--- config.mk ---
export PLATFORM = sky130hd
export DESIGN_NAME = uart_tx_buffered_flat
export DESIGN_NICKNAME = d
export VERILOG_FILES = /design/src/rtl/uart_tx_buffered_pkg.sv /design/src/rtl/uart_tx_buffered_if.sv /design/src/rtl/uart_tx_buffered_fifo.sv /design/src/rtl/uart_tx_buffered.sv /design/src/flat_wrapper.sv
export SDC_FILE = /design/constraint.sdc
export NUM_CORES = 1
export LEC_CHECK = 0
export ABC_AREA = 1
export ABC_CLOCK_PERIOD_IN_PS = 2700
export BUFFER_PORTS_ARGS = -buffer_cell sky130_fd_sc_hd__buf_2
export CAP_MARGIN = 15
export CORE_MARGIN = 3
export CORE_UTILIZATION = 45
export CTS_CLUSTER_SIZE = 28
export DETAILED_ROUTE_END_ITERATION = 10
export GPL_TIMING_DRIVEN = 0
export SLEW_MARGIN = 0
export SYNTH_ARGS = -nofsm -noshare
export SYNTH_HDL_FRONTEND = slang
export SYNTH_SLANG_ARGS = --single-unit
--- constraint.sdc ---
create_clock -name i_Clock -period 2.7 [get_ports i_Clock]
set_input_delay 0.135 -clock i_Clock [delete_from_list [all_inputs] [get_ports i_Clock]]
set_output_delay 0.135 -clock i_Clock [all_outputs]
set_load 0.005 [all_outputs]
--- src/rtl/uart_tx_buffered_pkg.sv ---
// Shared UART definitions: frame states, data width, default bit period.
// Kept common with the receiver so both ends agree on the line format.
package uart_tx_buffered_pkg;

    localparam int UART_DATA_BITS   = 8;
    localparam int DEF_CLKS_PER_BIT = 217;

    typedef enum logic [1:0] {
        ST_IDLE  = 2'd0,
        ST_START = 2'd1,
        ST_DATA  = 2'd2,
        ST_STOP  = 2'd3
    } tx_state_t;

endpackage

--- src/rtl/uart_tx_buffered_if.sv ---
// Host-side bundle of the buffered UART transmitter.
// master = host logic, slave = transmitter.
interface uart_tx_buffered_if
    import uart_tx_buffered_pkg::*;
#(
    parameter int FIFO_DEPTH = 4
);
    localparam int CW = $clog2(FIFO_DEPTH) + 1;

    logic                      i_TX_DV;
    logic [UART_DATA_BITS-1:0] i_TX_Byte;
    logic                      o_TX_Ready;
    logic                      o_TX_Serial;
    logic                      o_TX_Active;
    logic                      o_TX_Done;
    logic [CW-1:0]             o_FIFO_Count;

    modport master (
        output i_TX_DV,
        output i_TX_Byte,
        input  o_TX_Ready,
        input  o_TX_Serial,
        input  o_TX_Active,
        input  o_TX_Done,
        input  o_FIFO_Count
    );

    modport slave (
        input  i_TX_DV,
        input  i_TX_Byte,
        output o_TX_Ready,
        output o_TX_Serial,
        output o_TX_Active,
        output o_TX_Done,
        output o_FIFO_Count
    );

endinterface

--- src/rtl/uart_tx_buffered_fifo.sv ---
// Small synchronous byte FIFO feeding the transmitter.
// A push while full is dropped even if a pop happens the same cycle.
module uart_tx_buffered_fifo
    import uart_tx_buffered_pkg::*;
#(
    parameter int DEPTH = 4,
    localparam int AW = $clog2(DEPTH),
    localparam int CW = AW + 1
)(
    input  logic                      clk,
    input  logic                      rst,
    input  logic                      push,
    input  logic [UART_DATA_BITS-1:0] wdata,
    input  logic                      pop,
    output logic [UART_DATA_BITS-1:0] rdata,
    output logic                      full,
    output logic                      empty,
    output logic [CW-1:0]             count
);

    logic [UART_DATA_BITS-1:0] mem [DEPTH];
    logic [AW-1:0]             wr_ptr;
    logic [AW-1:0]             rd_ptr;
    logic                      push_ok;
    logic                      pop_ok;

    assign full    = (count == CW'(DEPTH));
    assign empty   = (count == '0);
    assign push_ok = push && !full;
    assign pop_ok  = pop && !empty;
    assign rdata   = mem[rd_ptr];

    always_ff @(posedge clk) begin
        if (push_ok) begin
            mem[wr_ptr] <= wdata;
        end
    end

    always_ff @(posedge clk) begin
        if (rst) begin
            wr_ptr <= '0;
            rd_ptr <= '0;
            count  <= '0;
        end else begin
            if (push_ok) begin
                wr_ptr <= wr_ptr + AW'(1);
            end
            if (pop_ok) begin
                rd_ptr <= rd_ptr + AW'(1);
            end
            count <= count + CW'(push_ok) - CW'(pop_ok);
        end
    end

endmodule

--- src/rtl/uart_tx_buffered.sv ---
// Buffered 8N1 UART transmitter: frame FSM, bit timer, shifter.
// Line outputs are registered, so the start bit lags the pop by one edge.
module uart_tx_buffered
    import uart_tx_buffered_pkg::*;
#(
    parameter int CLKS_PER_BIT = DEF_CLKS_PER_BIT,
    parameter int FIFO_DEPTH   = 4
)(
    input  logic               i_Clock,
    input  logic               i_Reset,
    uart_tx_buffered_if.slave  bus
);

    localparam int PW = $clog2(CLKS_PER_BIT);
    localparam int BW = $clog2(UART_DATA_BITS);
    localparam int CW = $clog2(FIFO_DEPTH) + 1;
    localparam logic [PW-1:0] P_LAST = PW'(CLKS_PER_BIT - 1);
    localparam logic [BW-1:0] B_LAST = BW'(UART_DATA_BITS - 1);

    tx_state_t                 state;
    tx_state_t                 state_n;
    logic [PW-1:0]             tick;
    logic [PW-1:0]             tick_n;
    logic [BW-1:0]             bit_idx;
    logic [BW-1:0]             bit_n;
    logic [UART_DATA_BITS-1:0] shift;
    logic [UART_DATA_BITS-1:0] shift_n;
    logic [UART_DATA_BITS-1:0] head;
    logic                      pop;
    logic                      line;
    logic                      active_n;
    logic                      done_n;
    logic                      serial_q;
    logic                      active_q;
    logic                      done_q;
    logic                      full;
    logic                      empty;
    logic [CW-1:0]             count;

    uart_tx_buffered_fifo #(
        .DEPTH (FIFO_DEPTH)
    ) u_fifo (
        .clk   (i_Clock),
        .rst   (i_Reset),
        .push  (bus.i_TX_DV),
        .wdata (bus.i_TX_Byte),
        .pop   (pop),
        .rdata (head),
        .full  (full),
        .empty (empty),
        .count (count)
    );

    assign bus.o_TX_Ready   = !full;
    assign bus.o_FIFO_Count = count;
    assign bus.o_TX_Serial  = serial_q;
    assign bus.o_TX_Active  = active_q;
    assign bus.o_TX_Done    = done_q;

    always_ff @(posedge i_Clock) begin
        if (i_Reset) begin
            state    <= ST_IDLE;
            tick     <= '0;
            bit_idx  <= '0;
            shift    <= '0;
            serial_q <= 1'b1;
            active_q <= 1'b0;
            done_q   <= 1'b0;
        end else begin
            state    <= state_n;
            tick     <= tick_n;
            bit_idx  <= bit_n;
            shift    <= shift_n;
            serial_q <= line;
            active_q <= active_n;
            done_q   <= done_n;
        end
    end

    always_comb begin
        state_n  = state;
        tick_n   = tick;
        bit_n    = bit_idx;
        shift_n  = shift;
        pop      = 1'b0;
        line     = 1'b1;
        active_n = 1'b1;
        done_n   = 1'b0;
        unique case (state)
            ST_IDLE: begin
                active_n = 1'b0;
                tick_n   = '0;
                bit_n    = '0;
                if (!empty) begin
                    pop     = 1'b1;
                    shift_n = head;
                    state_n = ST_START;
                end
            end
            ST_START: begin
                line = 1'b0;
                if (tick == P_LAST) begin
                    tick_n  = '0;
                    state_n = ST_DATA;
                end else begin
                    tick_n = tick + PW'(1);
                end
            end
            ST_DATA: begin
                line = shift[0];
                if (tick == P_LAST) begin
                    tick_n  = '0;
                    shift_n = shift >> 1;
                    if (bit_idx == B_LAST) begin
                        state_n = ST_STOP;
                    end else begin
                        bit_n = bit_idx + BW'(1);
                    end
                end else begin
                    tick_n = tick + PW'(1);
                end
            end
            ST_STOP: begin
                if (tick == P_LAST) begin
                    tick_n = '0;
                    done_n = 1'b1;
                    // Chain straight into the next frame when more is queued.
                    if (!empty) begin
                        pop     = 1'b1;
                        shift_n = head;
                        bit_n   = '0;
                        state_n = ST_START;
                    end else begin
                        state_n = ST_IDLE;
                    end
                end else begin
                    tick_n = tick + PW'(1);
                end
            end
            default: begin
                active_n = 1'b0;
                state_n  = ST_IDLE;
            end
        endcase
    end

endmodule

--- src/flat_wrapper.sv ---
// flat-port wrapper written by rule: the top's interface ports become plain ports
module uart_tx_buffered_flat import uart_tx_buffered_pkg::*;
#(
    parameter int CLKS_PER_BIT = DEF_CLKS_PER_BIT,
    parameter int FIFO_DEPTH   = 4
)
  (i_Clock, i_Reset, bus_i_TX_DV, bus_i_TX_Byte, bus_o_TX_Ready, bus_o_TX_Serial, bus_o_TX_Active, bus_o_TX_Done, bus_o_FIFO_Count);
  uart_tx_buffered_if #(.FIFO_DEPTH(FIFO_DEPTH)) bus_i ();
  input  logic i_Clock;
  input  logic i_Reset;
  input wire logic [$bits(bus_i.i_TX_DV)-1:0] bus_i_TX_DV;
  input wire logic [$bits(bus_i.i_TX_Byte)-1:0] bus_i_TX_Byte;
  output wire logic [$bits(bus_i.o_TX_Ready)-1:0] bus_o_TX_Ready;
  output wire logic [$bits(bus_i.o_TX_Serial)-1:0] bus_o_TX_Serial;
  output wire logic [$bits(bus_i.o_TX_Active)-1:0] bus_o_TX_Active;
  output wire logic [$bits(bus_i.o_TX_Done)-1:0] bus_o_TX_Done;
  output wire logic [$bits(bus_i.o_FIFO_Count)-1:0] bus_o_FIFO_Count;
  assign bus_i.i_TX_DV = bus_i_TX_DV;
  assign bus_i.i_TX_Byte = bus_i_TX_Byte;
  assign bus_o_TX_Ready = bus_i.o_TX_Ready;
  assign bus_o_TX_Serial = bus_i.o_TX_Serial;
  assign bus_o_TX_Active = bus_i.o_TX_Active;
  assign bus_o_TX_Done = bus_i.o_TX_Done;
  assign bus_o_FIFO_Count = bus_i.o_FIFO_Count;
  uart_tx_buffered #(.CLKS_PER_BIT(CLKS_PER_BIT), .FIFO_DEPTH(FIFO_DEPTH)) u_core (.i_Clock(i_Clock), .i_Reset(i_Reset), .bus(bus_i));
endmodule
==> metrics.json <==
{
  "outcome": {
    "status": "finished, final reports clean"
  },
  "sta": {
    "setup_tns_ns": 0,
    "skew_ns": 0.0111,
    "timing_worst_slew_pin_value_ns": 0.834,
    "period_needed_ns": 2.29,
    "hold_viol": 0,
    "rsz0062_at_grt": "false",
    "setup_violations": 0,
    "final_max_slew_viol_count": 0,
    "clock.fmax_mhz": 436,
    "slew_headroom_pct": 44.2,
    "final.period_utilization_pct": 84.9
  },
  "power": {
    "switching_share_pct": 37.4,
    "ir_drop_v": 0.000478,
    "internal-power_uw": 2120,
    "power.density_mw_per_mm2": 1010,
    "p_clk_share_pct": 24.0,
    "p_switching_uw": 1270,
    "static-leakage-power_uw": 0.00145,
    "power.combinational.fraction_pct": 36.6,
    "seq_power_share_pct": 39.4
  },
  "routing": {
    "post-route-drc-count": 0,
    "drtIter0Drc": 152,
    "vias_per_cell": 4.85,
    "final_antenna_net_count": 0,
    "wirelength_per_cell_um": 12.2,
    "num_vias": 2189,
    "totalWireLength_um": 5520,
    "drt_pre_antenna_iters": 4
  },
  "worst_setup_path": {
    "reg2reg_depth": 15,
    "crit_path_required_time_ns": 2.96,
    "sort_of_element_at_the_end_of_the_critical_path": "flop",
    "path_common_cell": "sky130_fd_sc_hd__inv_1",
    "cpMaxStageDelayCell": "sky130_fd_sc_hd__dfxtp_1",
    "crit_fanout": 5,
    "regToRegEndpoint": "u_core.u_fifo.count[2]",
    "worst-r2r-setup-slack_ns": 0.41,
    "r2r-start": "u_core.state[0]",
    "worst-endpoint-arrival_ns": 2.55,
    "worstSetupPathType": "reg2reg",
    "crit_path_max_incr_delay_ns": 0.41,
    "timing.critical_path.from_type": "flop",
    "critical_path.cell_chain": "ha_1 -> inv_1 -> a21oi_1 -> nand2_1 -> nand2_1 -> nand2_1 -> inv_1 -> ha_1 -> inv_1 -> ha_1 -> inv_1 -> fa_1 -> inv_1 -> o21ai_0 -> a21oi_1"
  },
  "placed_design": {
    "hpwl_um": 3840,
    "gpl.final_weighted_congestion": 0.774,
    "post-place-cells": 434,
    "port_buffers": 16
  },
  "clock_tree": {
    "number_of_buffers_inserted_during_clock_tree_synthesis": 9,
    "cts.reportedPaths.clkPinSlew_ns": 0.08,
    "tritoncts": "built",
    "postCtsResizedCells": 0,
    "clkLatencyLatePin_ns": 0.34,
    "clockBufferDepth": 2,
    "cts-root-buf": "sky130_fd_sc_hd__clkbuf_8",
    "tritoncts_num_sinks": 65,
    "cts_max_level": 3
  },
  "synth": {
    "syn_inst": 341,
    "synth_enable_flop_cells": 32,
    "yosysSeqAreaShare_pct": 54.3,
    "number_of_synthesized_register_bits": 65,
    "ys.warnings.count": 0,
    "yosys.cell_types.count": 32,
    "syn-cell-area_mm2": 0.00298,
    "postSynth.asyncResetShare_pct": 0,
    "syn-num-nets": 367,
    "synth_top_flop_cell": "sky130_fd_sc_hd__dfxtp_1",
    "post_synth.cell_area_avg_um2": 8.75
  },
  "grt": {
    "vias_in_the_first_global_route": 2096,
    "grt_max_degree": 13,
    "grt.overflow.total": 0,
    "antenna_found_initial": 0,
    "grtUsageTotal_pct": 16.1,
    "grt_first_pass_wirelength_um": 9400
  },
  "hold_path": {
    "hold_depth": 1,
    "timing.hold.worst.start": "bus_i_TX_Byte[7]",
    "class_of_the_tightest_hold_or_removal_check": "in2reg",
    "destination_of_the_worst_hold_path": "u_core.u_fifo.mem[2][7]"
  },
  "finish": {
    "finish.cell_count_without_fillers": 451,
    "post_route_cells_drive_above_1_share_pct": 12.6,
    "area_growth_pct": 12.7,
    "num-nets-final": 395,
    "insertedDiodeCount": 0
  },
  "floorplanning": {
    "dieArea_mm2": 0.00764,
    "initial_utilization_pct": 46.7,
    "die_width_um": 87.4,
    "boundary_pin_count": 18,
    "fp-row-count": 29,
    "chipHeight_um": 87.4,
    "coreArea_mm2": 0.00639
  },
  "flow_run": {
    "max-cap-violations": 0
  }
}
[sequential cells by signal, summed over array words and instances, names as in the netlist, named ones only]
signal                  flops
u_core.bit_idx              3
u_core.bus.o_TX_Active      1
u_core.tick                 8
u_core.u_fifo.count         3
u_core.u_fifo.wr_ptr        2
u_core.state                2
u_core.bus.o_TX_Serial      1
u_core.shift                8
u_core.u_fifo.rd_ptr        2
u_core.bus.o_TX_Done        1
u_core.u_fifo.mem          32
[kinds of logic (layout without fill, tap and decap cells)]
logic type      Yosys count  after routing  synth area share (%)
simple gates            168            168                  23.8
buf+inv                  50             83                  7.17
fa+ha+maj                15             15                  6.54
xor+xnor                  3              3                 0.881
flops                    65             65                  54.3
compound gates           40             40                  7.30
[layout by cell type (no fill, tap or decap), types with 2 or more instances in the layout]
cell type	Yosys	routed
sky130_fd_sc_hd__nand3_4	2	2
sky130_fd_sc_hd__o21ai_0	22	22
sky130_fd_sc_hd__nand3_1	11	11
sky130_fd_sc_hd__clkinv_2	0	2
sky130_fd_sc_hd__xor2_1	2	2
sky130_fd_sc_hd__edfxtp_1	32	32
sky130_fd_sc_hd__inv_1	40	40
sky130_fd_sc_hd__nor3_1	2	2
sky130_fd_sc_hd__nand2_1	78	78
sky130_fd_sc_hd__buf_2	3	19
sky130_fd_sc_hd__ha_1	14	14
sky130_fd_sc_hd__nor3b_1	2	2
sky130_fd_sc_hd__clkbuf_1	2	2
sky130_fd_sc_hd__a21oi_1	14	14
sky130_fd_sc_hd__dfxtp_1	33	33
sky130_fd_sc_hd__nand4_1	2	2
sky130_fd_sc_hd__nor2_1	66	66
sky130_fd_sc_hd__clkbuf_8	1	10
[power by group through the flow]
| stage | sequential [uW] | combinational, uW | clock [uW] |
|---|---|---|---|
| global placement | 1350 | 1220 | 0 |
| floorplan | 1340 | 971 | 0 |
| CTS | 1340 | 1260 | 823 |
| detailed placement | 1360 | 1250 | 0 |
| finish | 1340 | 1240 | 813 |
| global route | 1360 | 1450 | 874 |
[area by class of cell]
class                      instances  area [um2]
fill                             597        3020
sequential                        65        1620
multi-input combinational        226        1150
inverter                          41         154
clock buffer                       9         124
tap                               77        96.3
timing repair buffer              17        90.1
clock inverter                     7        68.8
buffer                             9        60.1
[repair_timing]
action,CTS,global route
hold endpoints to repair,3,0
endpoints found under the setup margin,0,0
buffers inserted,0,0
hold buffers,1,0
[cells in the mapped netlist, types with 2 or more instances]
library cell               instances  share of area, %
sky130_fd_sc_hd__nand2_1          78               9.8
sky130_fd_sc_hd__nor2_1           66               8.3
sky130_fd_sc_hd__inv_1            40               5.0
sky130_fd_sc_hd__dfxtp_1          33                22
sky130_fd_sc_hd__edfxtp_1         32                32
sky130_fd_sc_hd__o21ai_0          22               3.7
sky130_fd_sc_hd__a21oi_1          14               2.3
sky130_fd_sc_hd__ha_1             14               5.9
sky130_fd_sc_hd__nand3_1          11               1.8
sky130_fd_sc_hd__buf_2             3              0.50
sky130_fd_sc_hd__clkbuf_1          2              0.25
sky130_fd_sc_hd__nand3_4           2               1.2
sky130_fd_sc_hd__nand4_1           2              0.42
sky130_fd_sc_hd__nor3_1            2              0.34
sky130_fd_sc_hd__nor3b_1           2              0.50
sky130_fd_sc_hd__xor2_1            2              0.59
[routing by layer]
metal,routed length (um),global-route usage [%],vias up
li1,-,-,1143
met1,2790,21.7,1012
met2,2490,24.1,23
met3,128,3.12,11
met4,114,9.07,0
met5,0,0,-
[through the flow]
stage               hold slack (ns)  worst slack, ns  area, um2  total power (uW)  util (%)
detailed placement            0.359            0.432       3160              2610      49.5
CTS                         0.00343            0.397       3360              3420      52.7
global placement              0.353            0.445       3160              2580      49.5
floorplan                     0.234            0.629       2980              2310         -
finish                       0.0192            0.407       3360              3390      52.7
global route                0.00850           0.0780       3360              3690      52.7
[critical path: cells and delay by family, from the launching register on]
family,cells,cell delay [ns]
buffers and inverters,5,0.33
AND/OR/NAND/NOR,3,0.25
flip-flops,1,0.41
AO/OA/AOI/OAI,3,0.37
adder cells (fa/ha/maj),4,0.86
[worst max-delay path by stage]
| stage | from | endpoint | slack, ns | cells after the start |
|---|---|---|---|---|
| global placement | u_core.tick[0] | u_core.u_fifo.count[2] | 0.45 | 16 |
| floorplan | u_core.tick[0] | u_core.u_fifo.count[2] | 0.63 | 16 |
| finish | u_core.state[0] | u_core.u_fifo.count[2] | 0.41 | 15 |
| global route | u_core.state[0] | u_core.u_fifo.count[2] | 0.08 | 15 |
| CTS | u_core.u_fifo.count[1] | u_core.u_fifo.count[2] | 0.40 | 14 |
| detailed placement | u_core.tick[0] | u_core.u_fifo.count[2] | 0.43 | 16 |
Power figures use the tool's default switching activity.
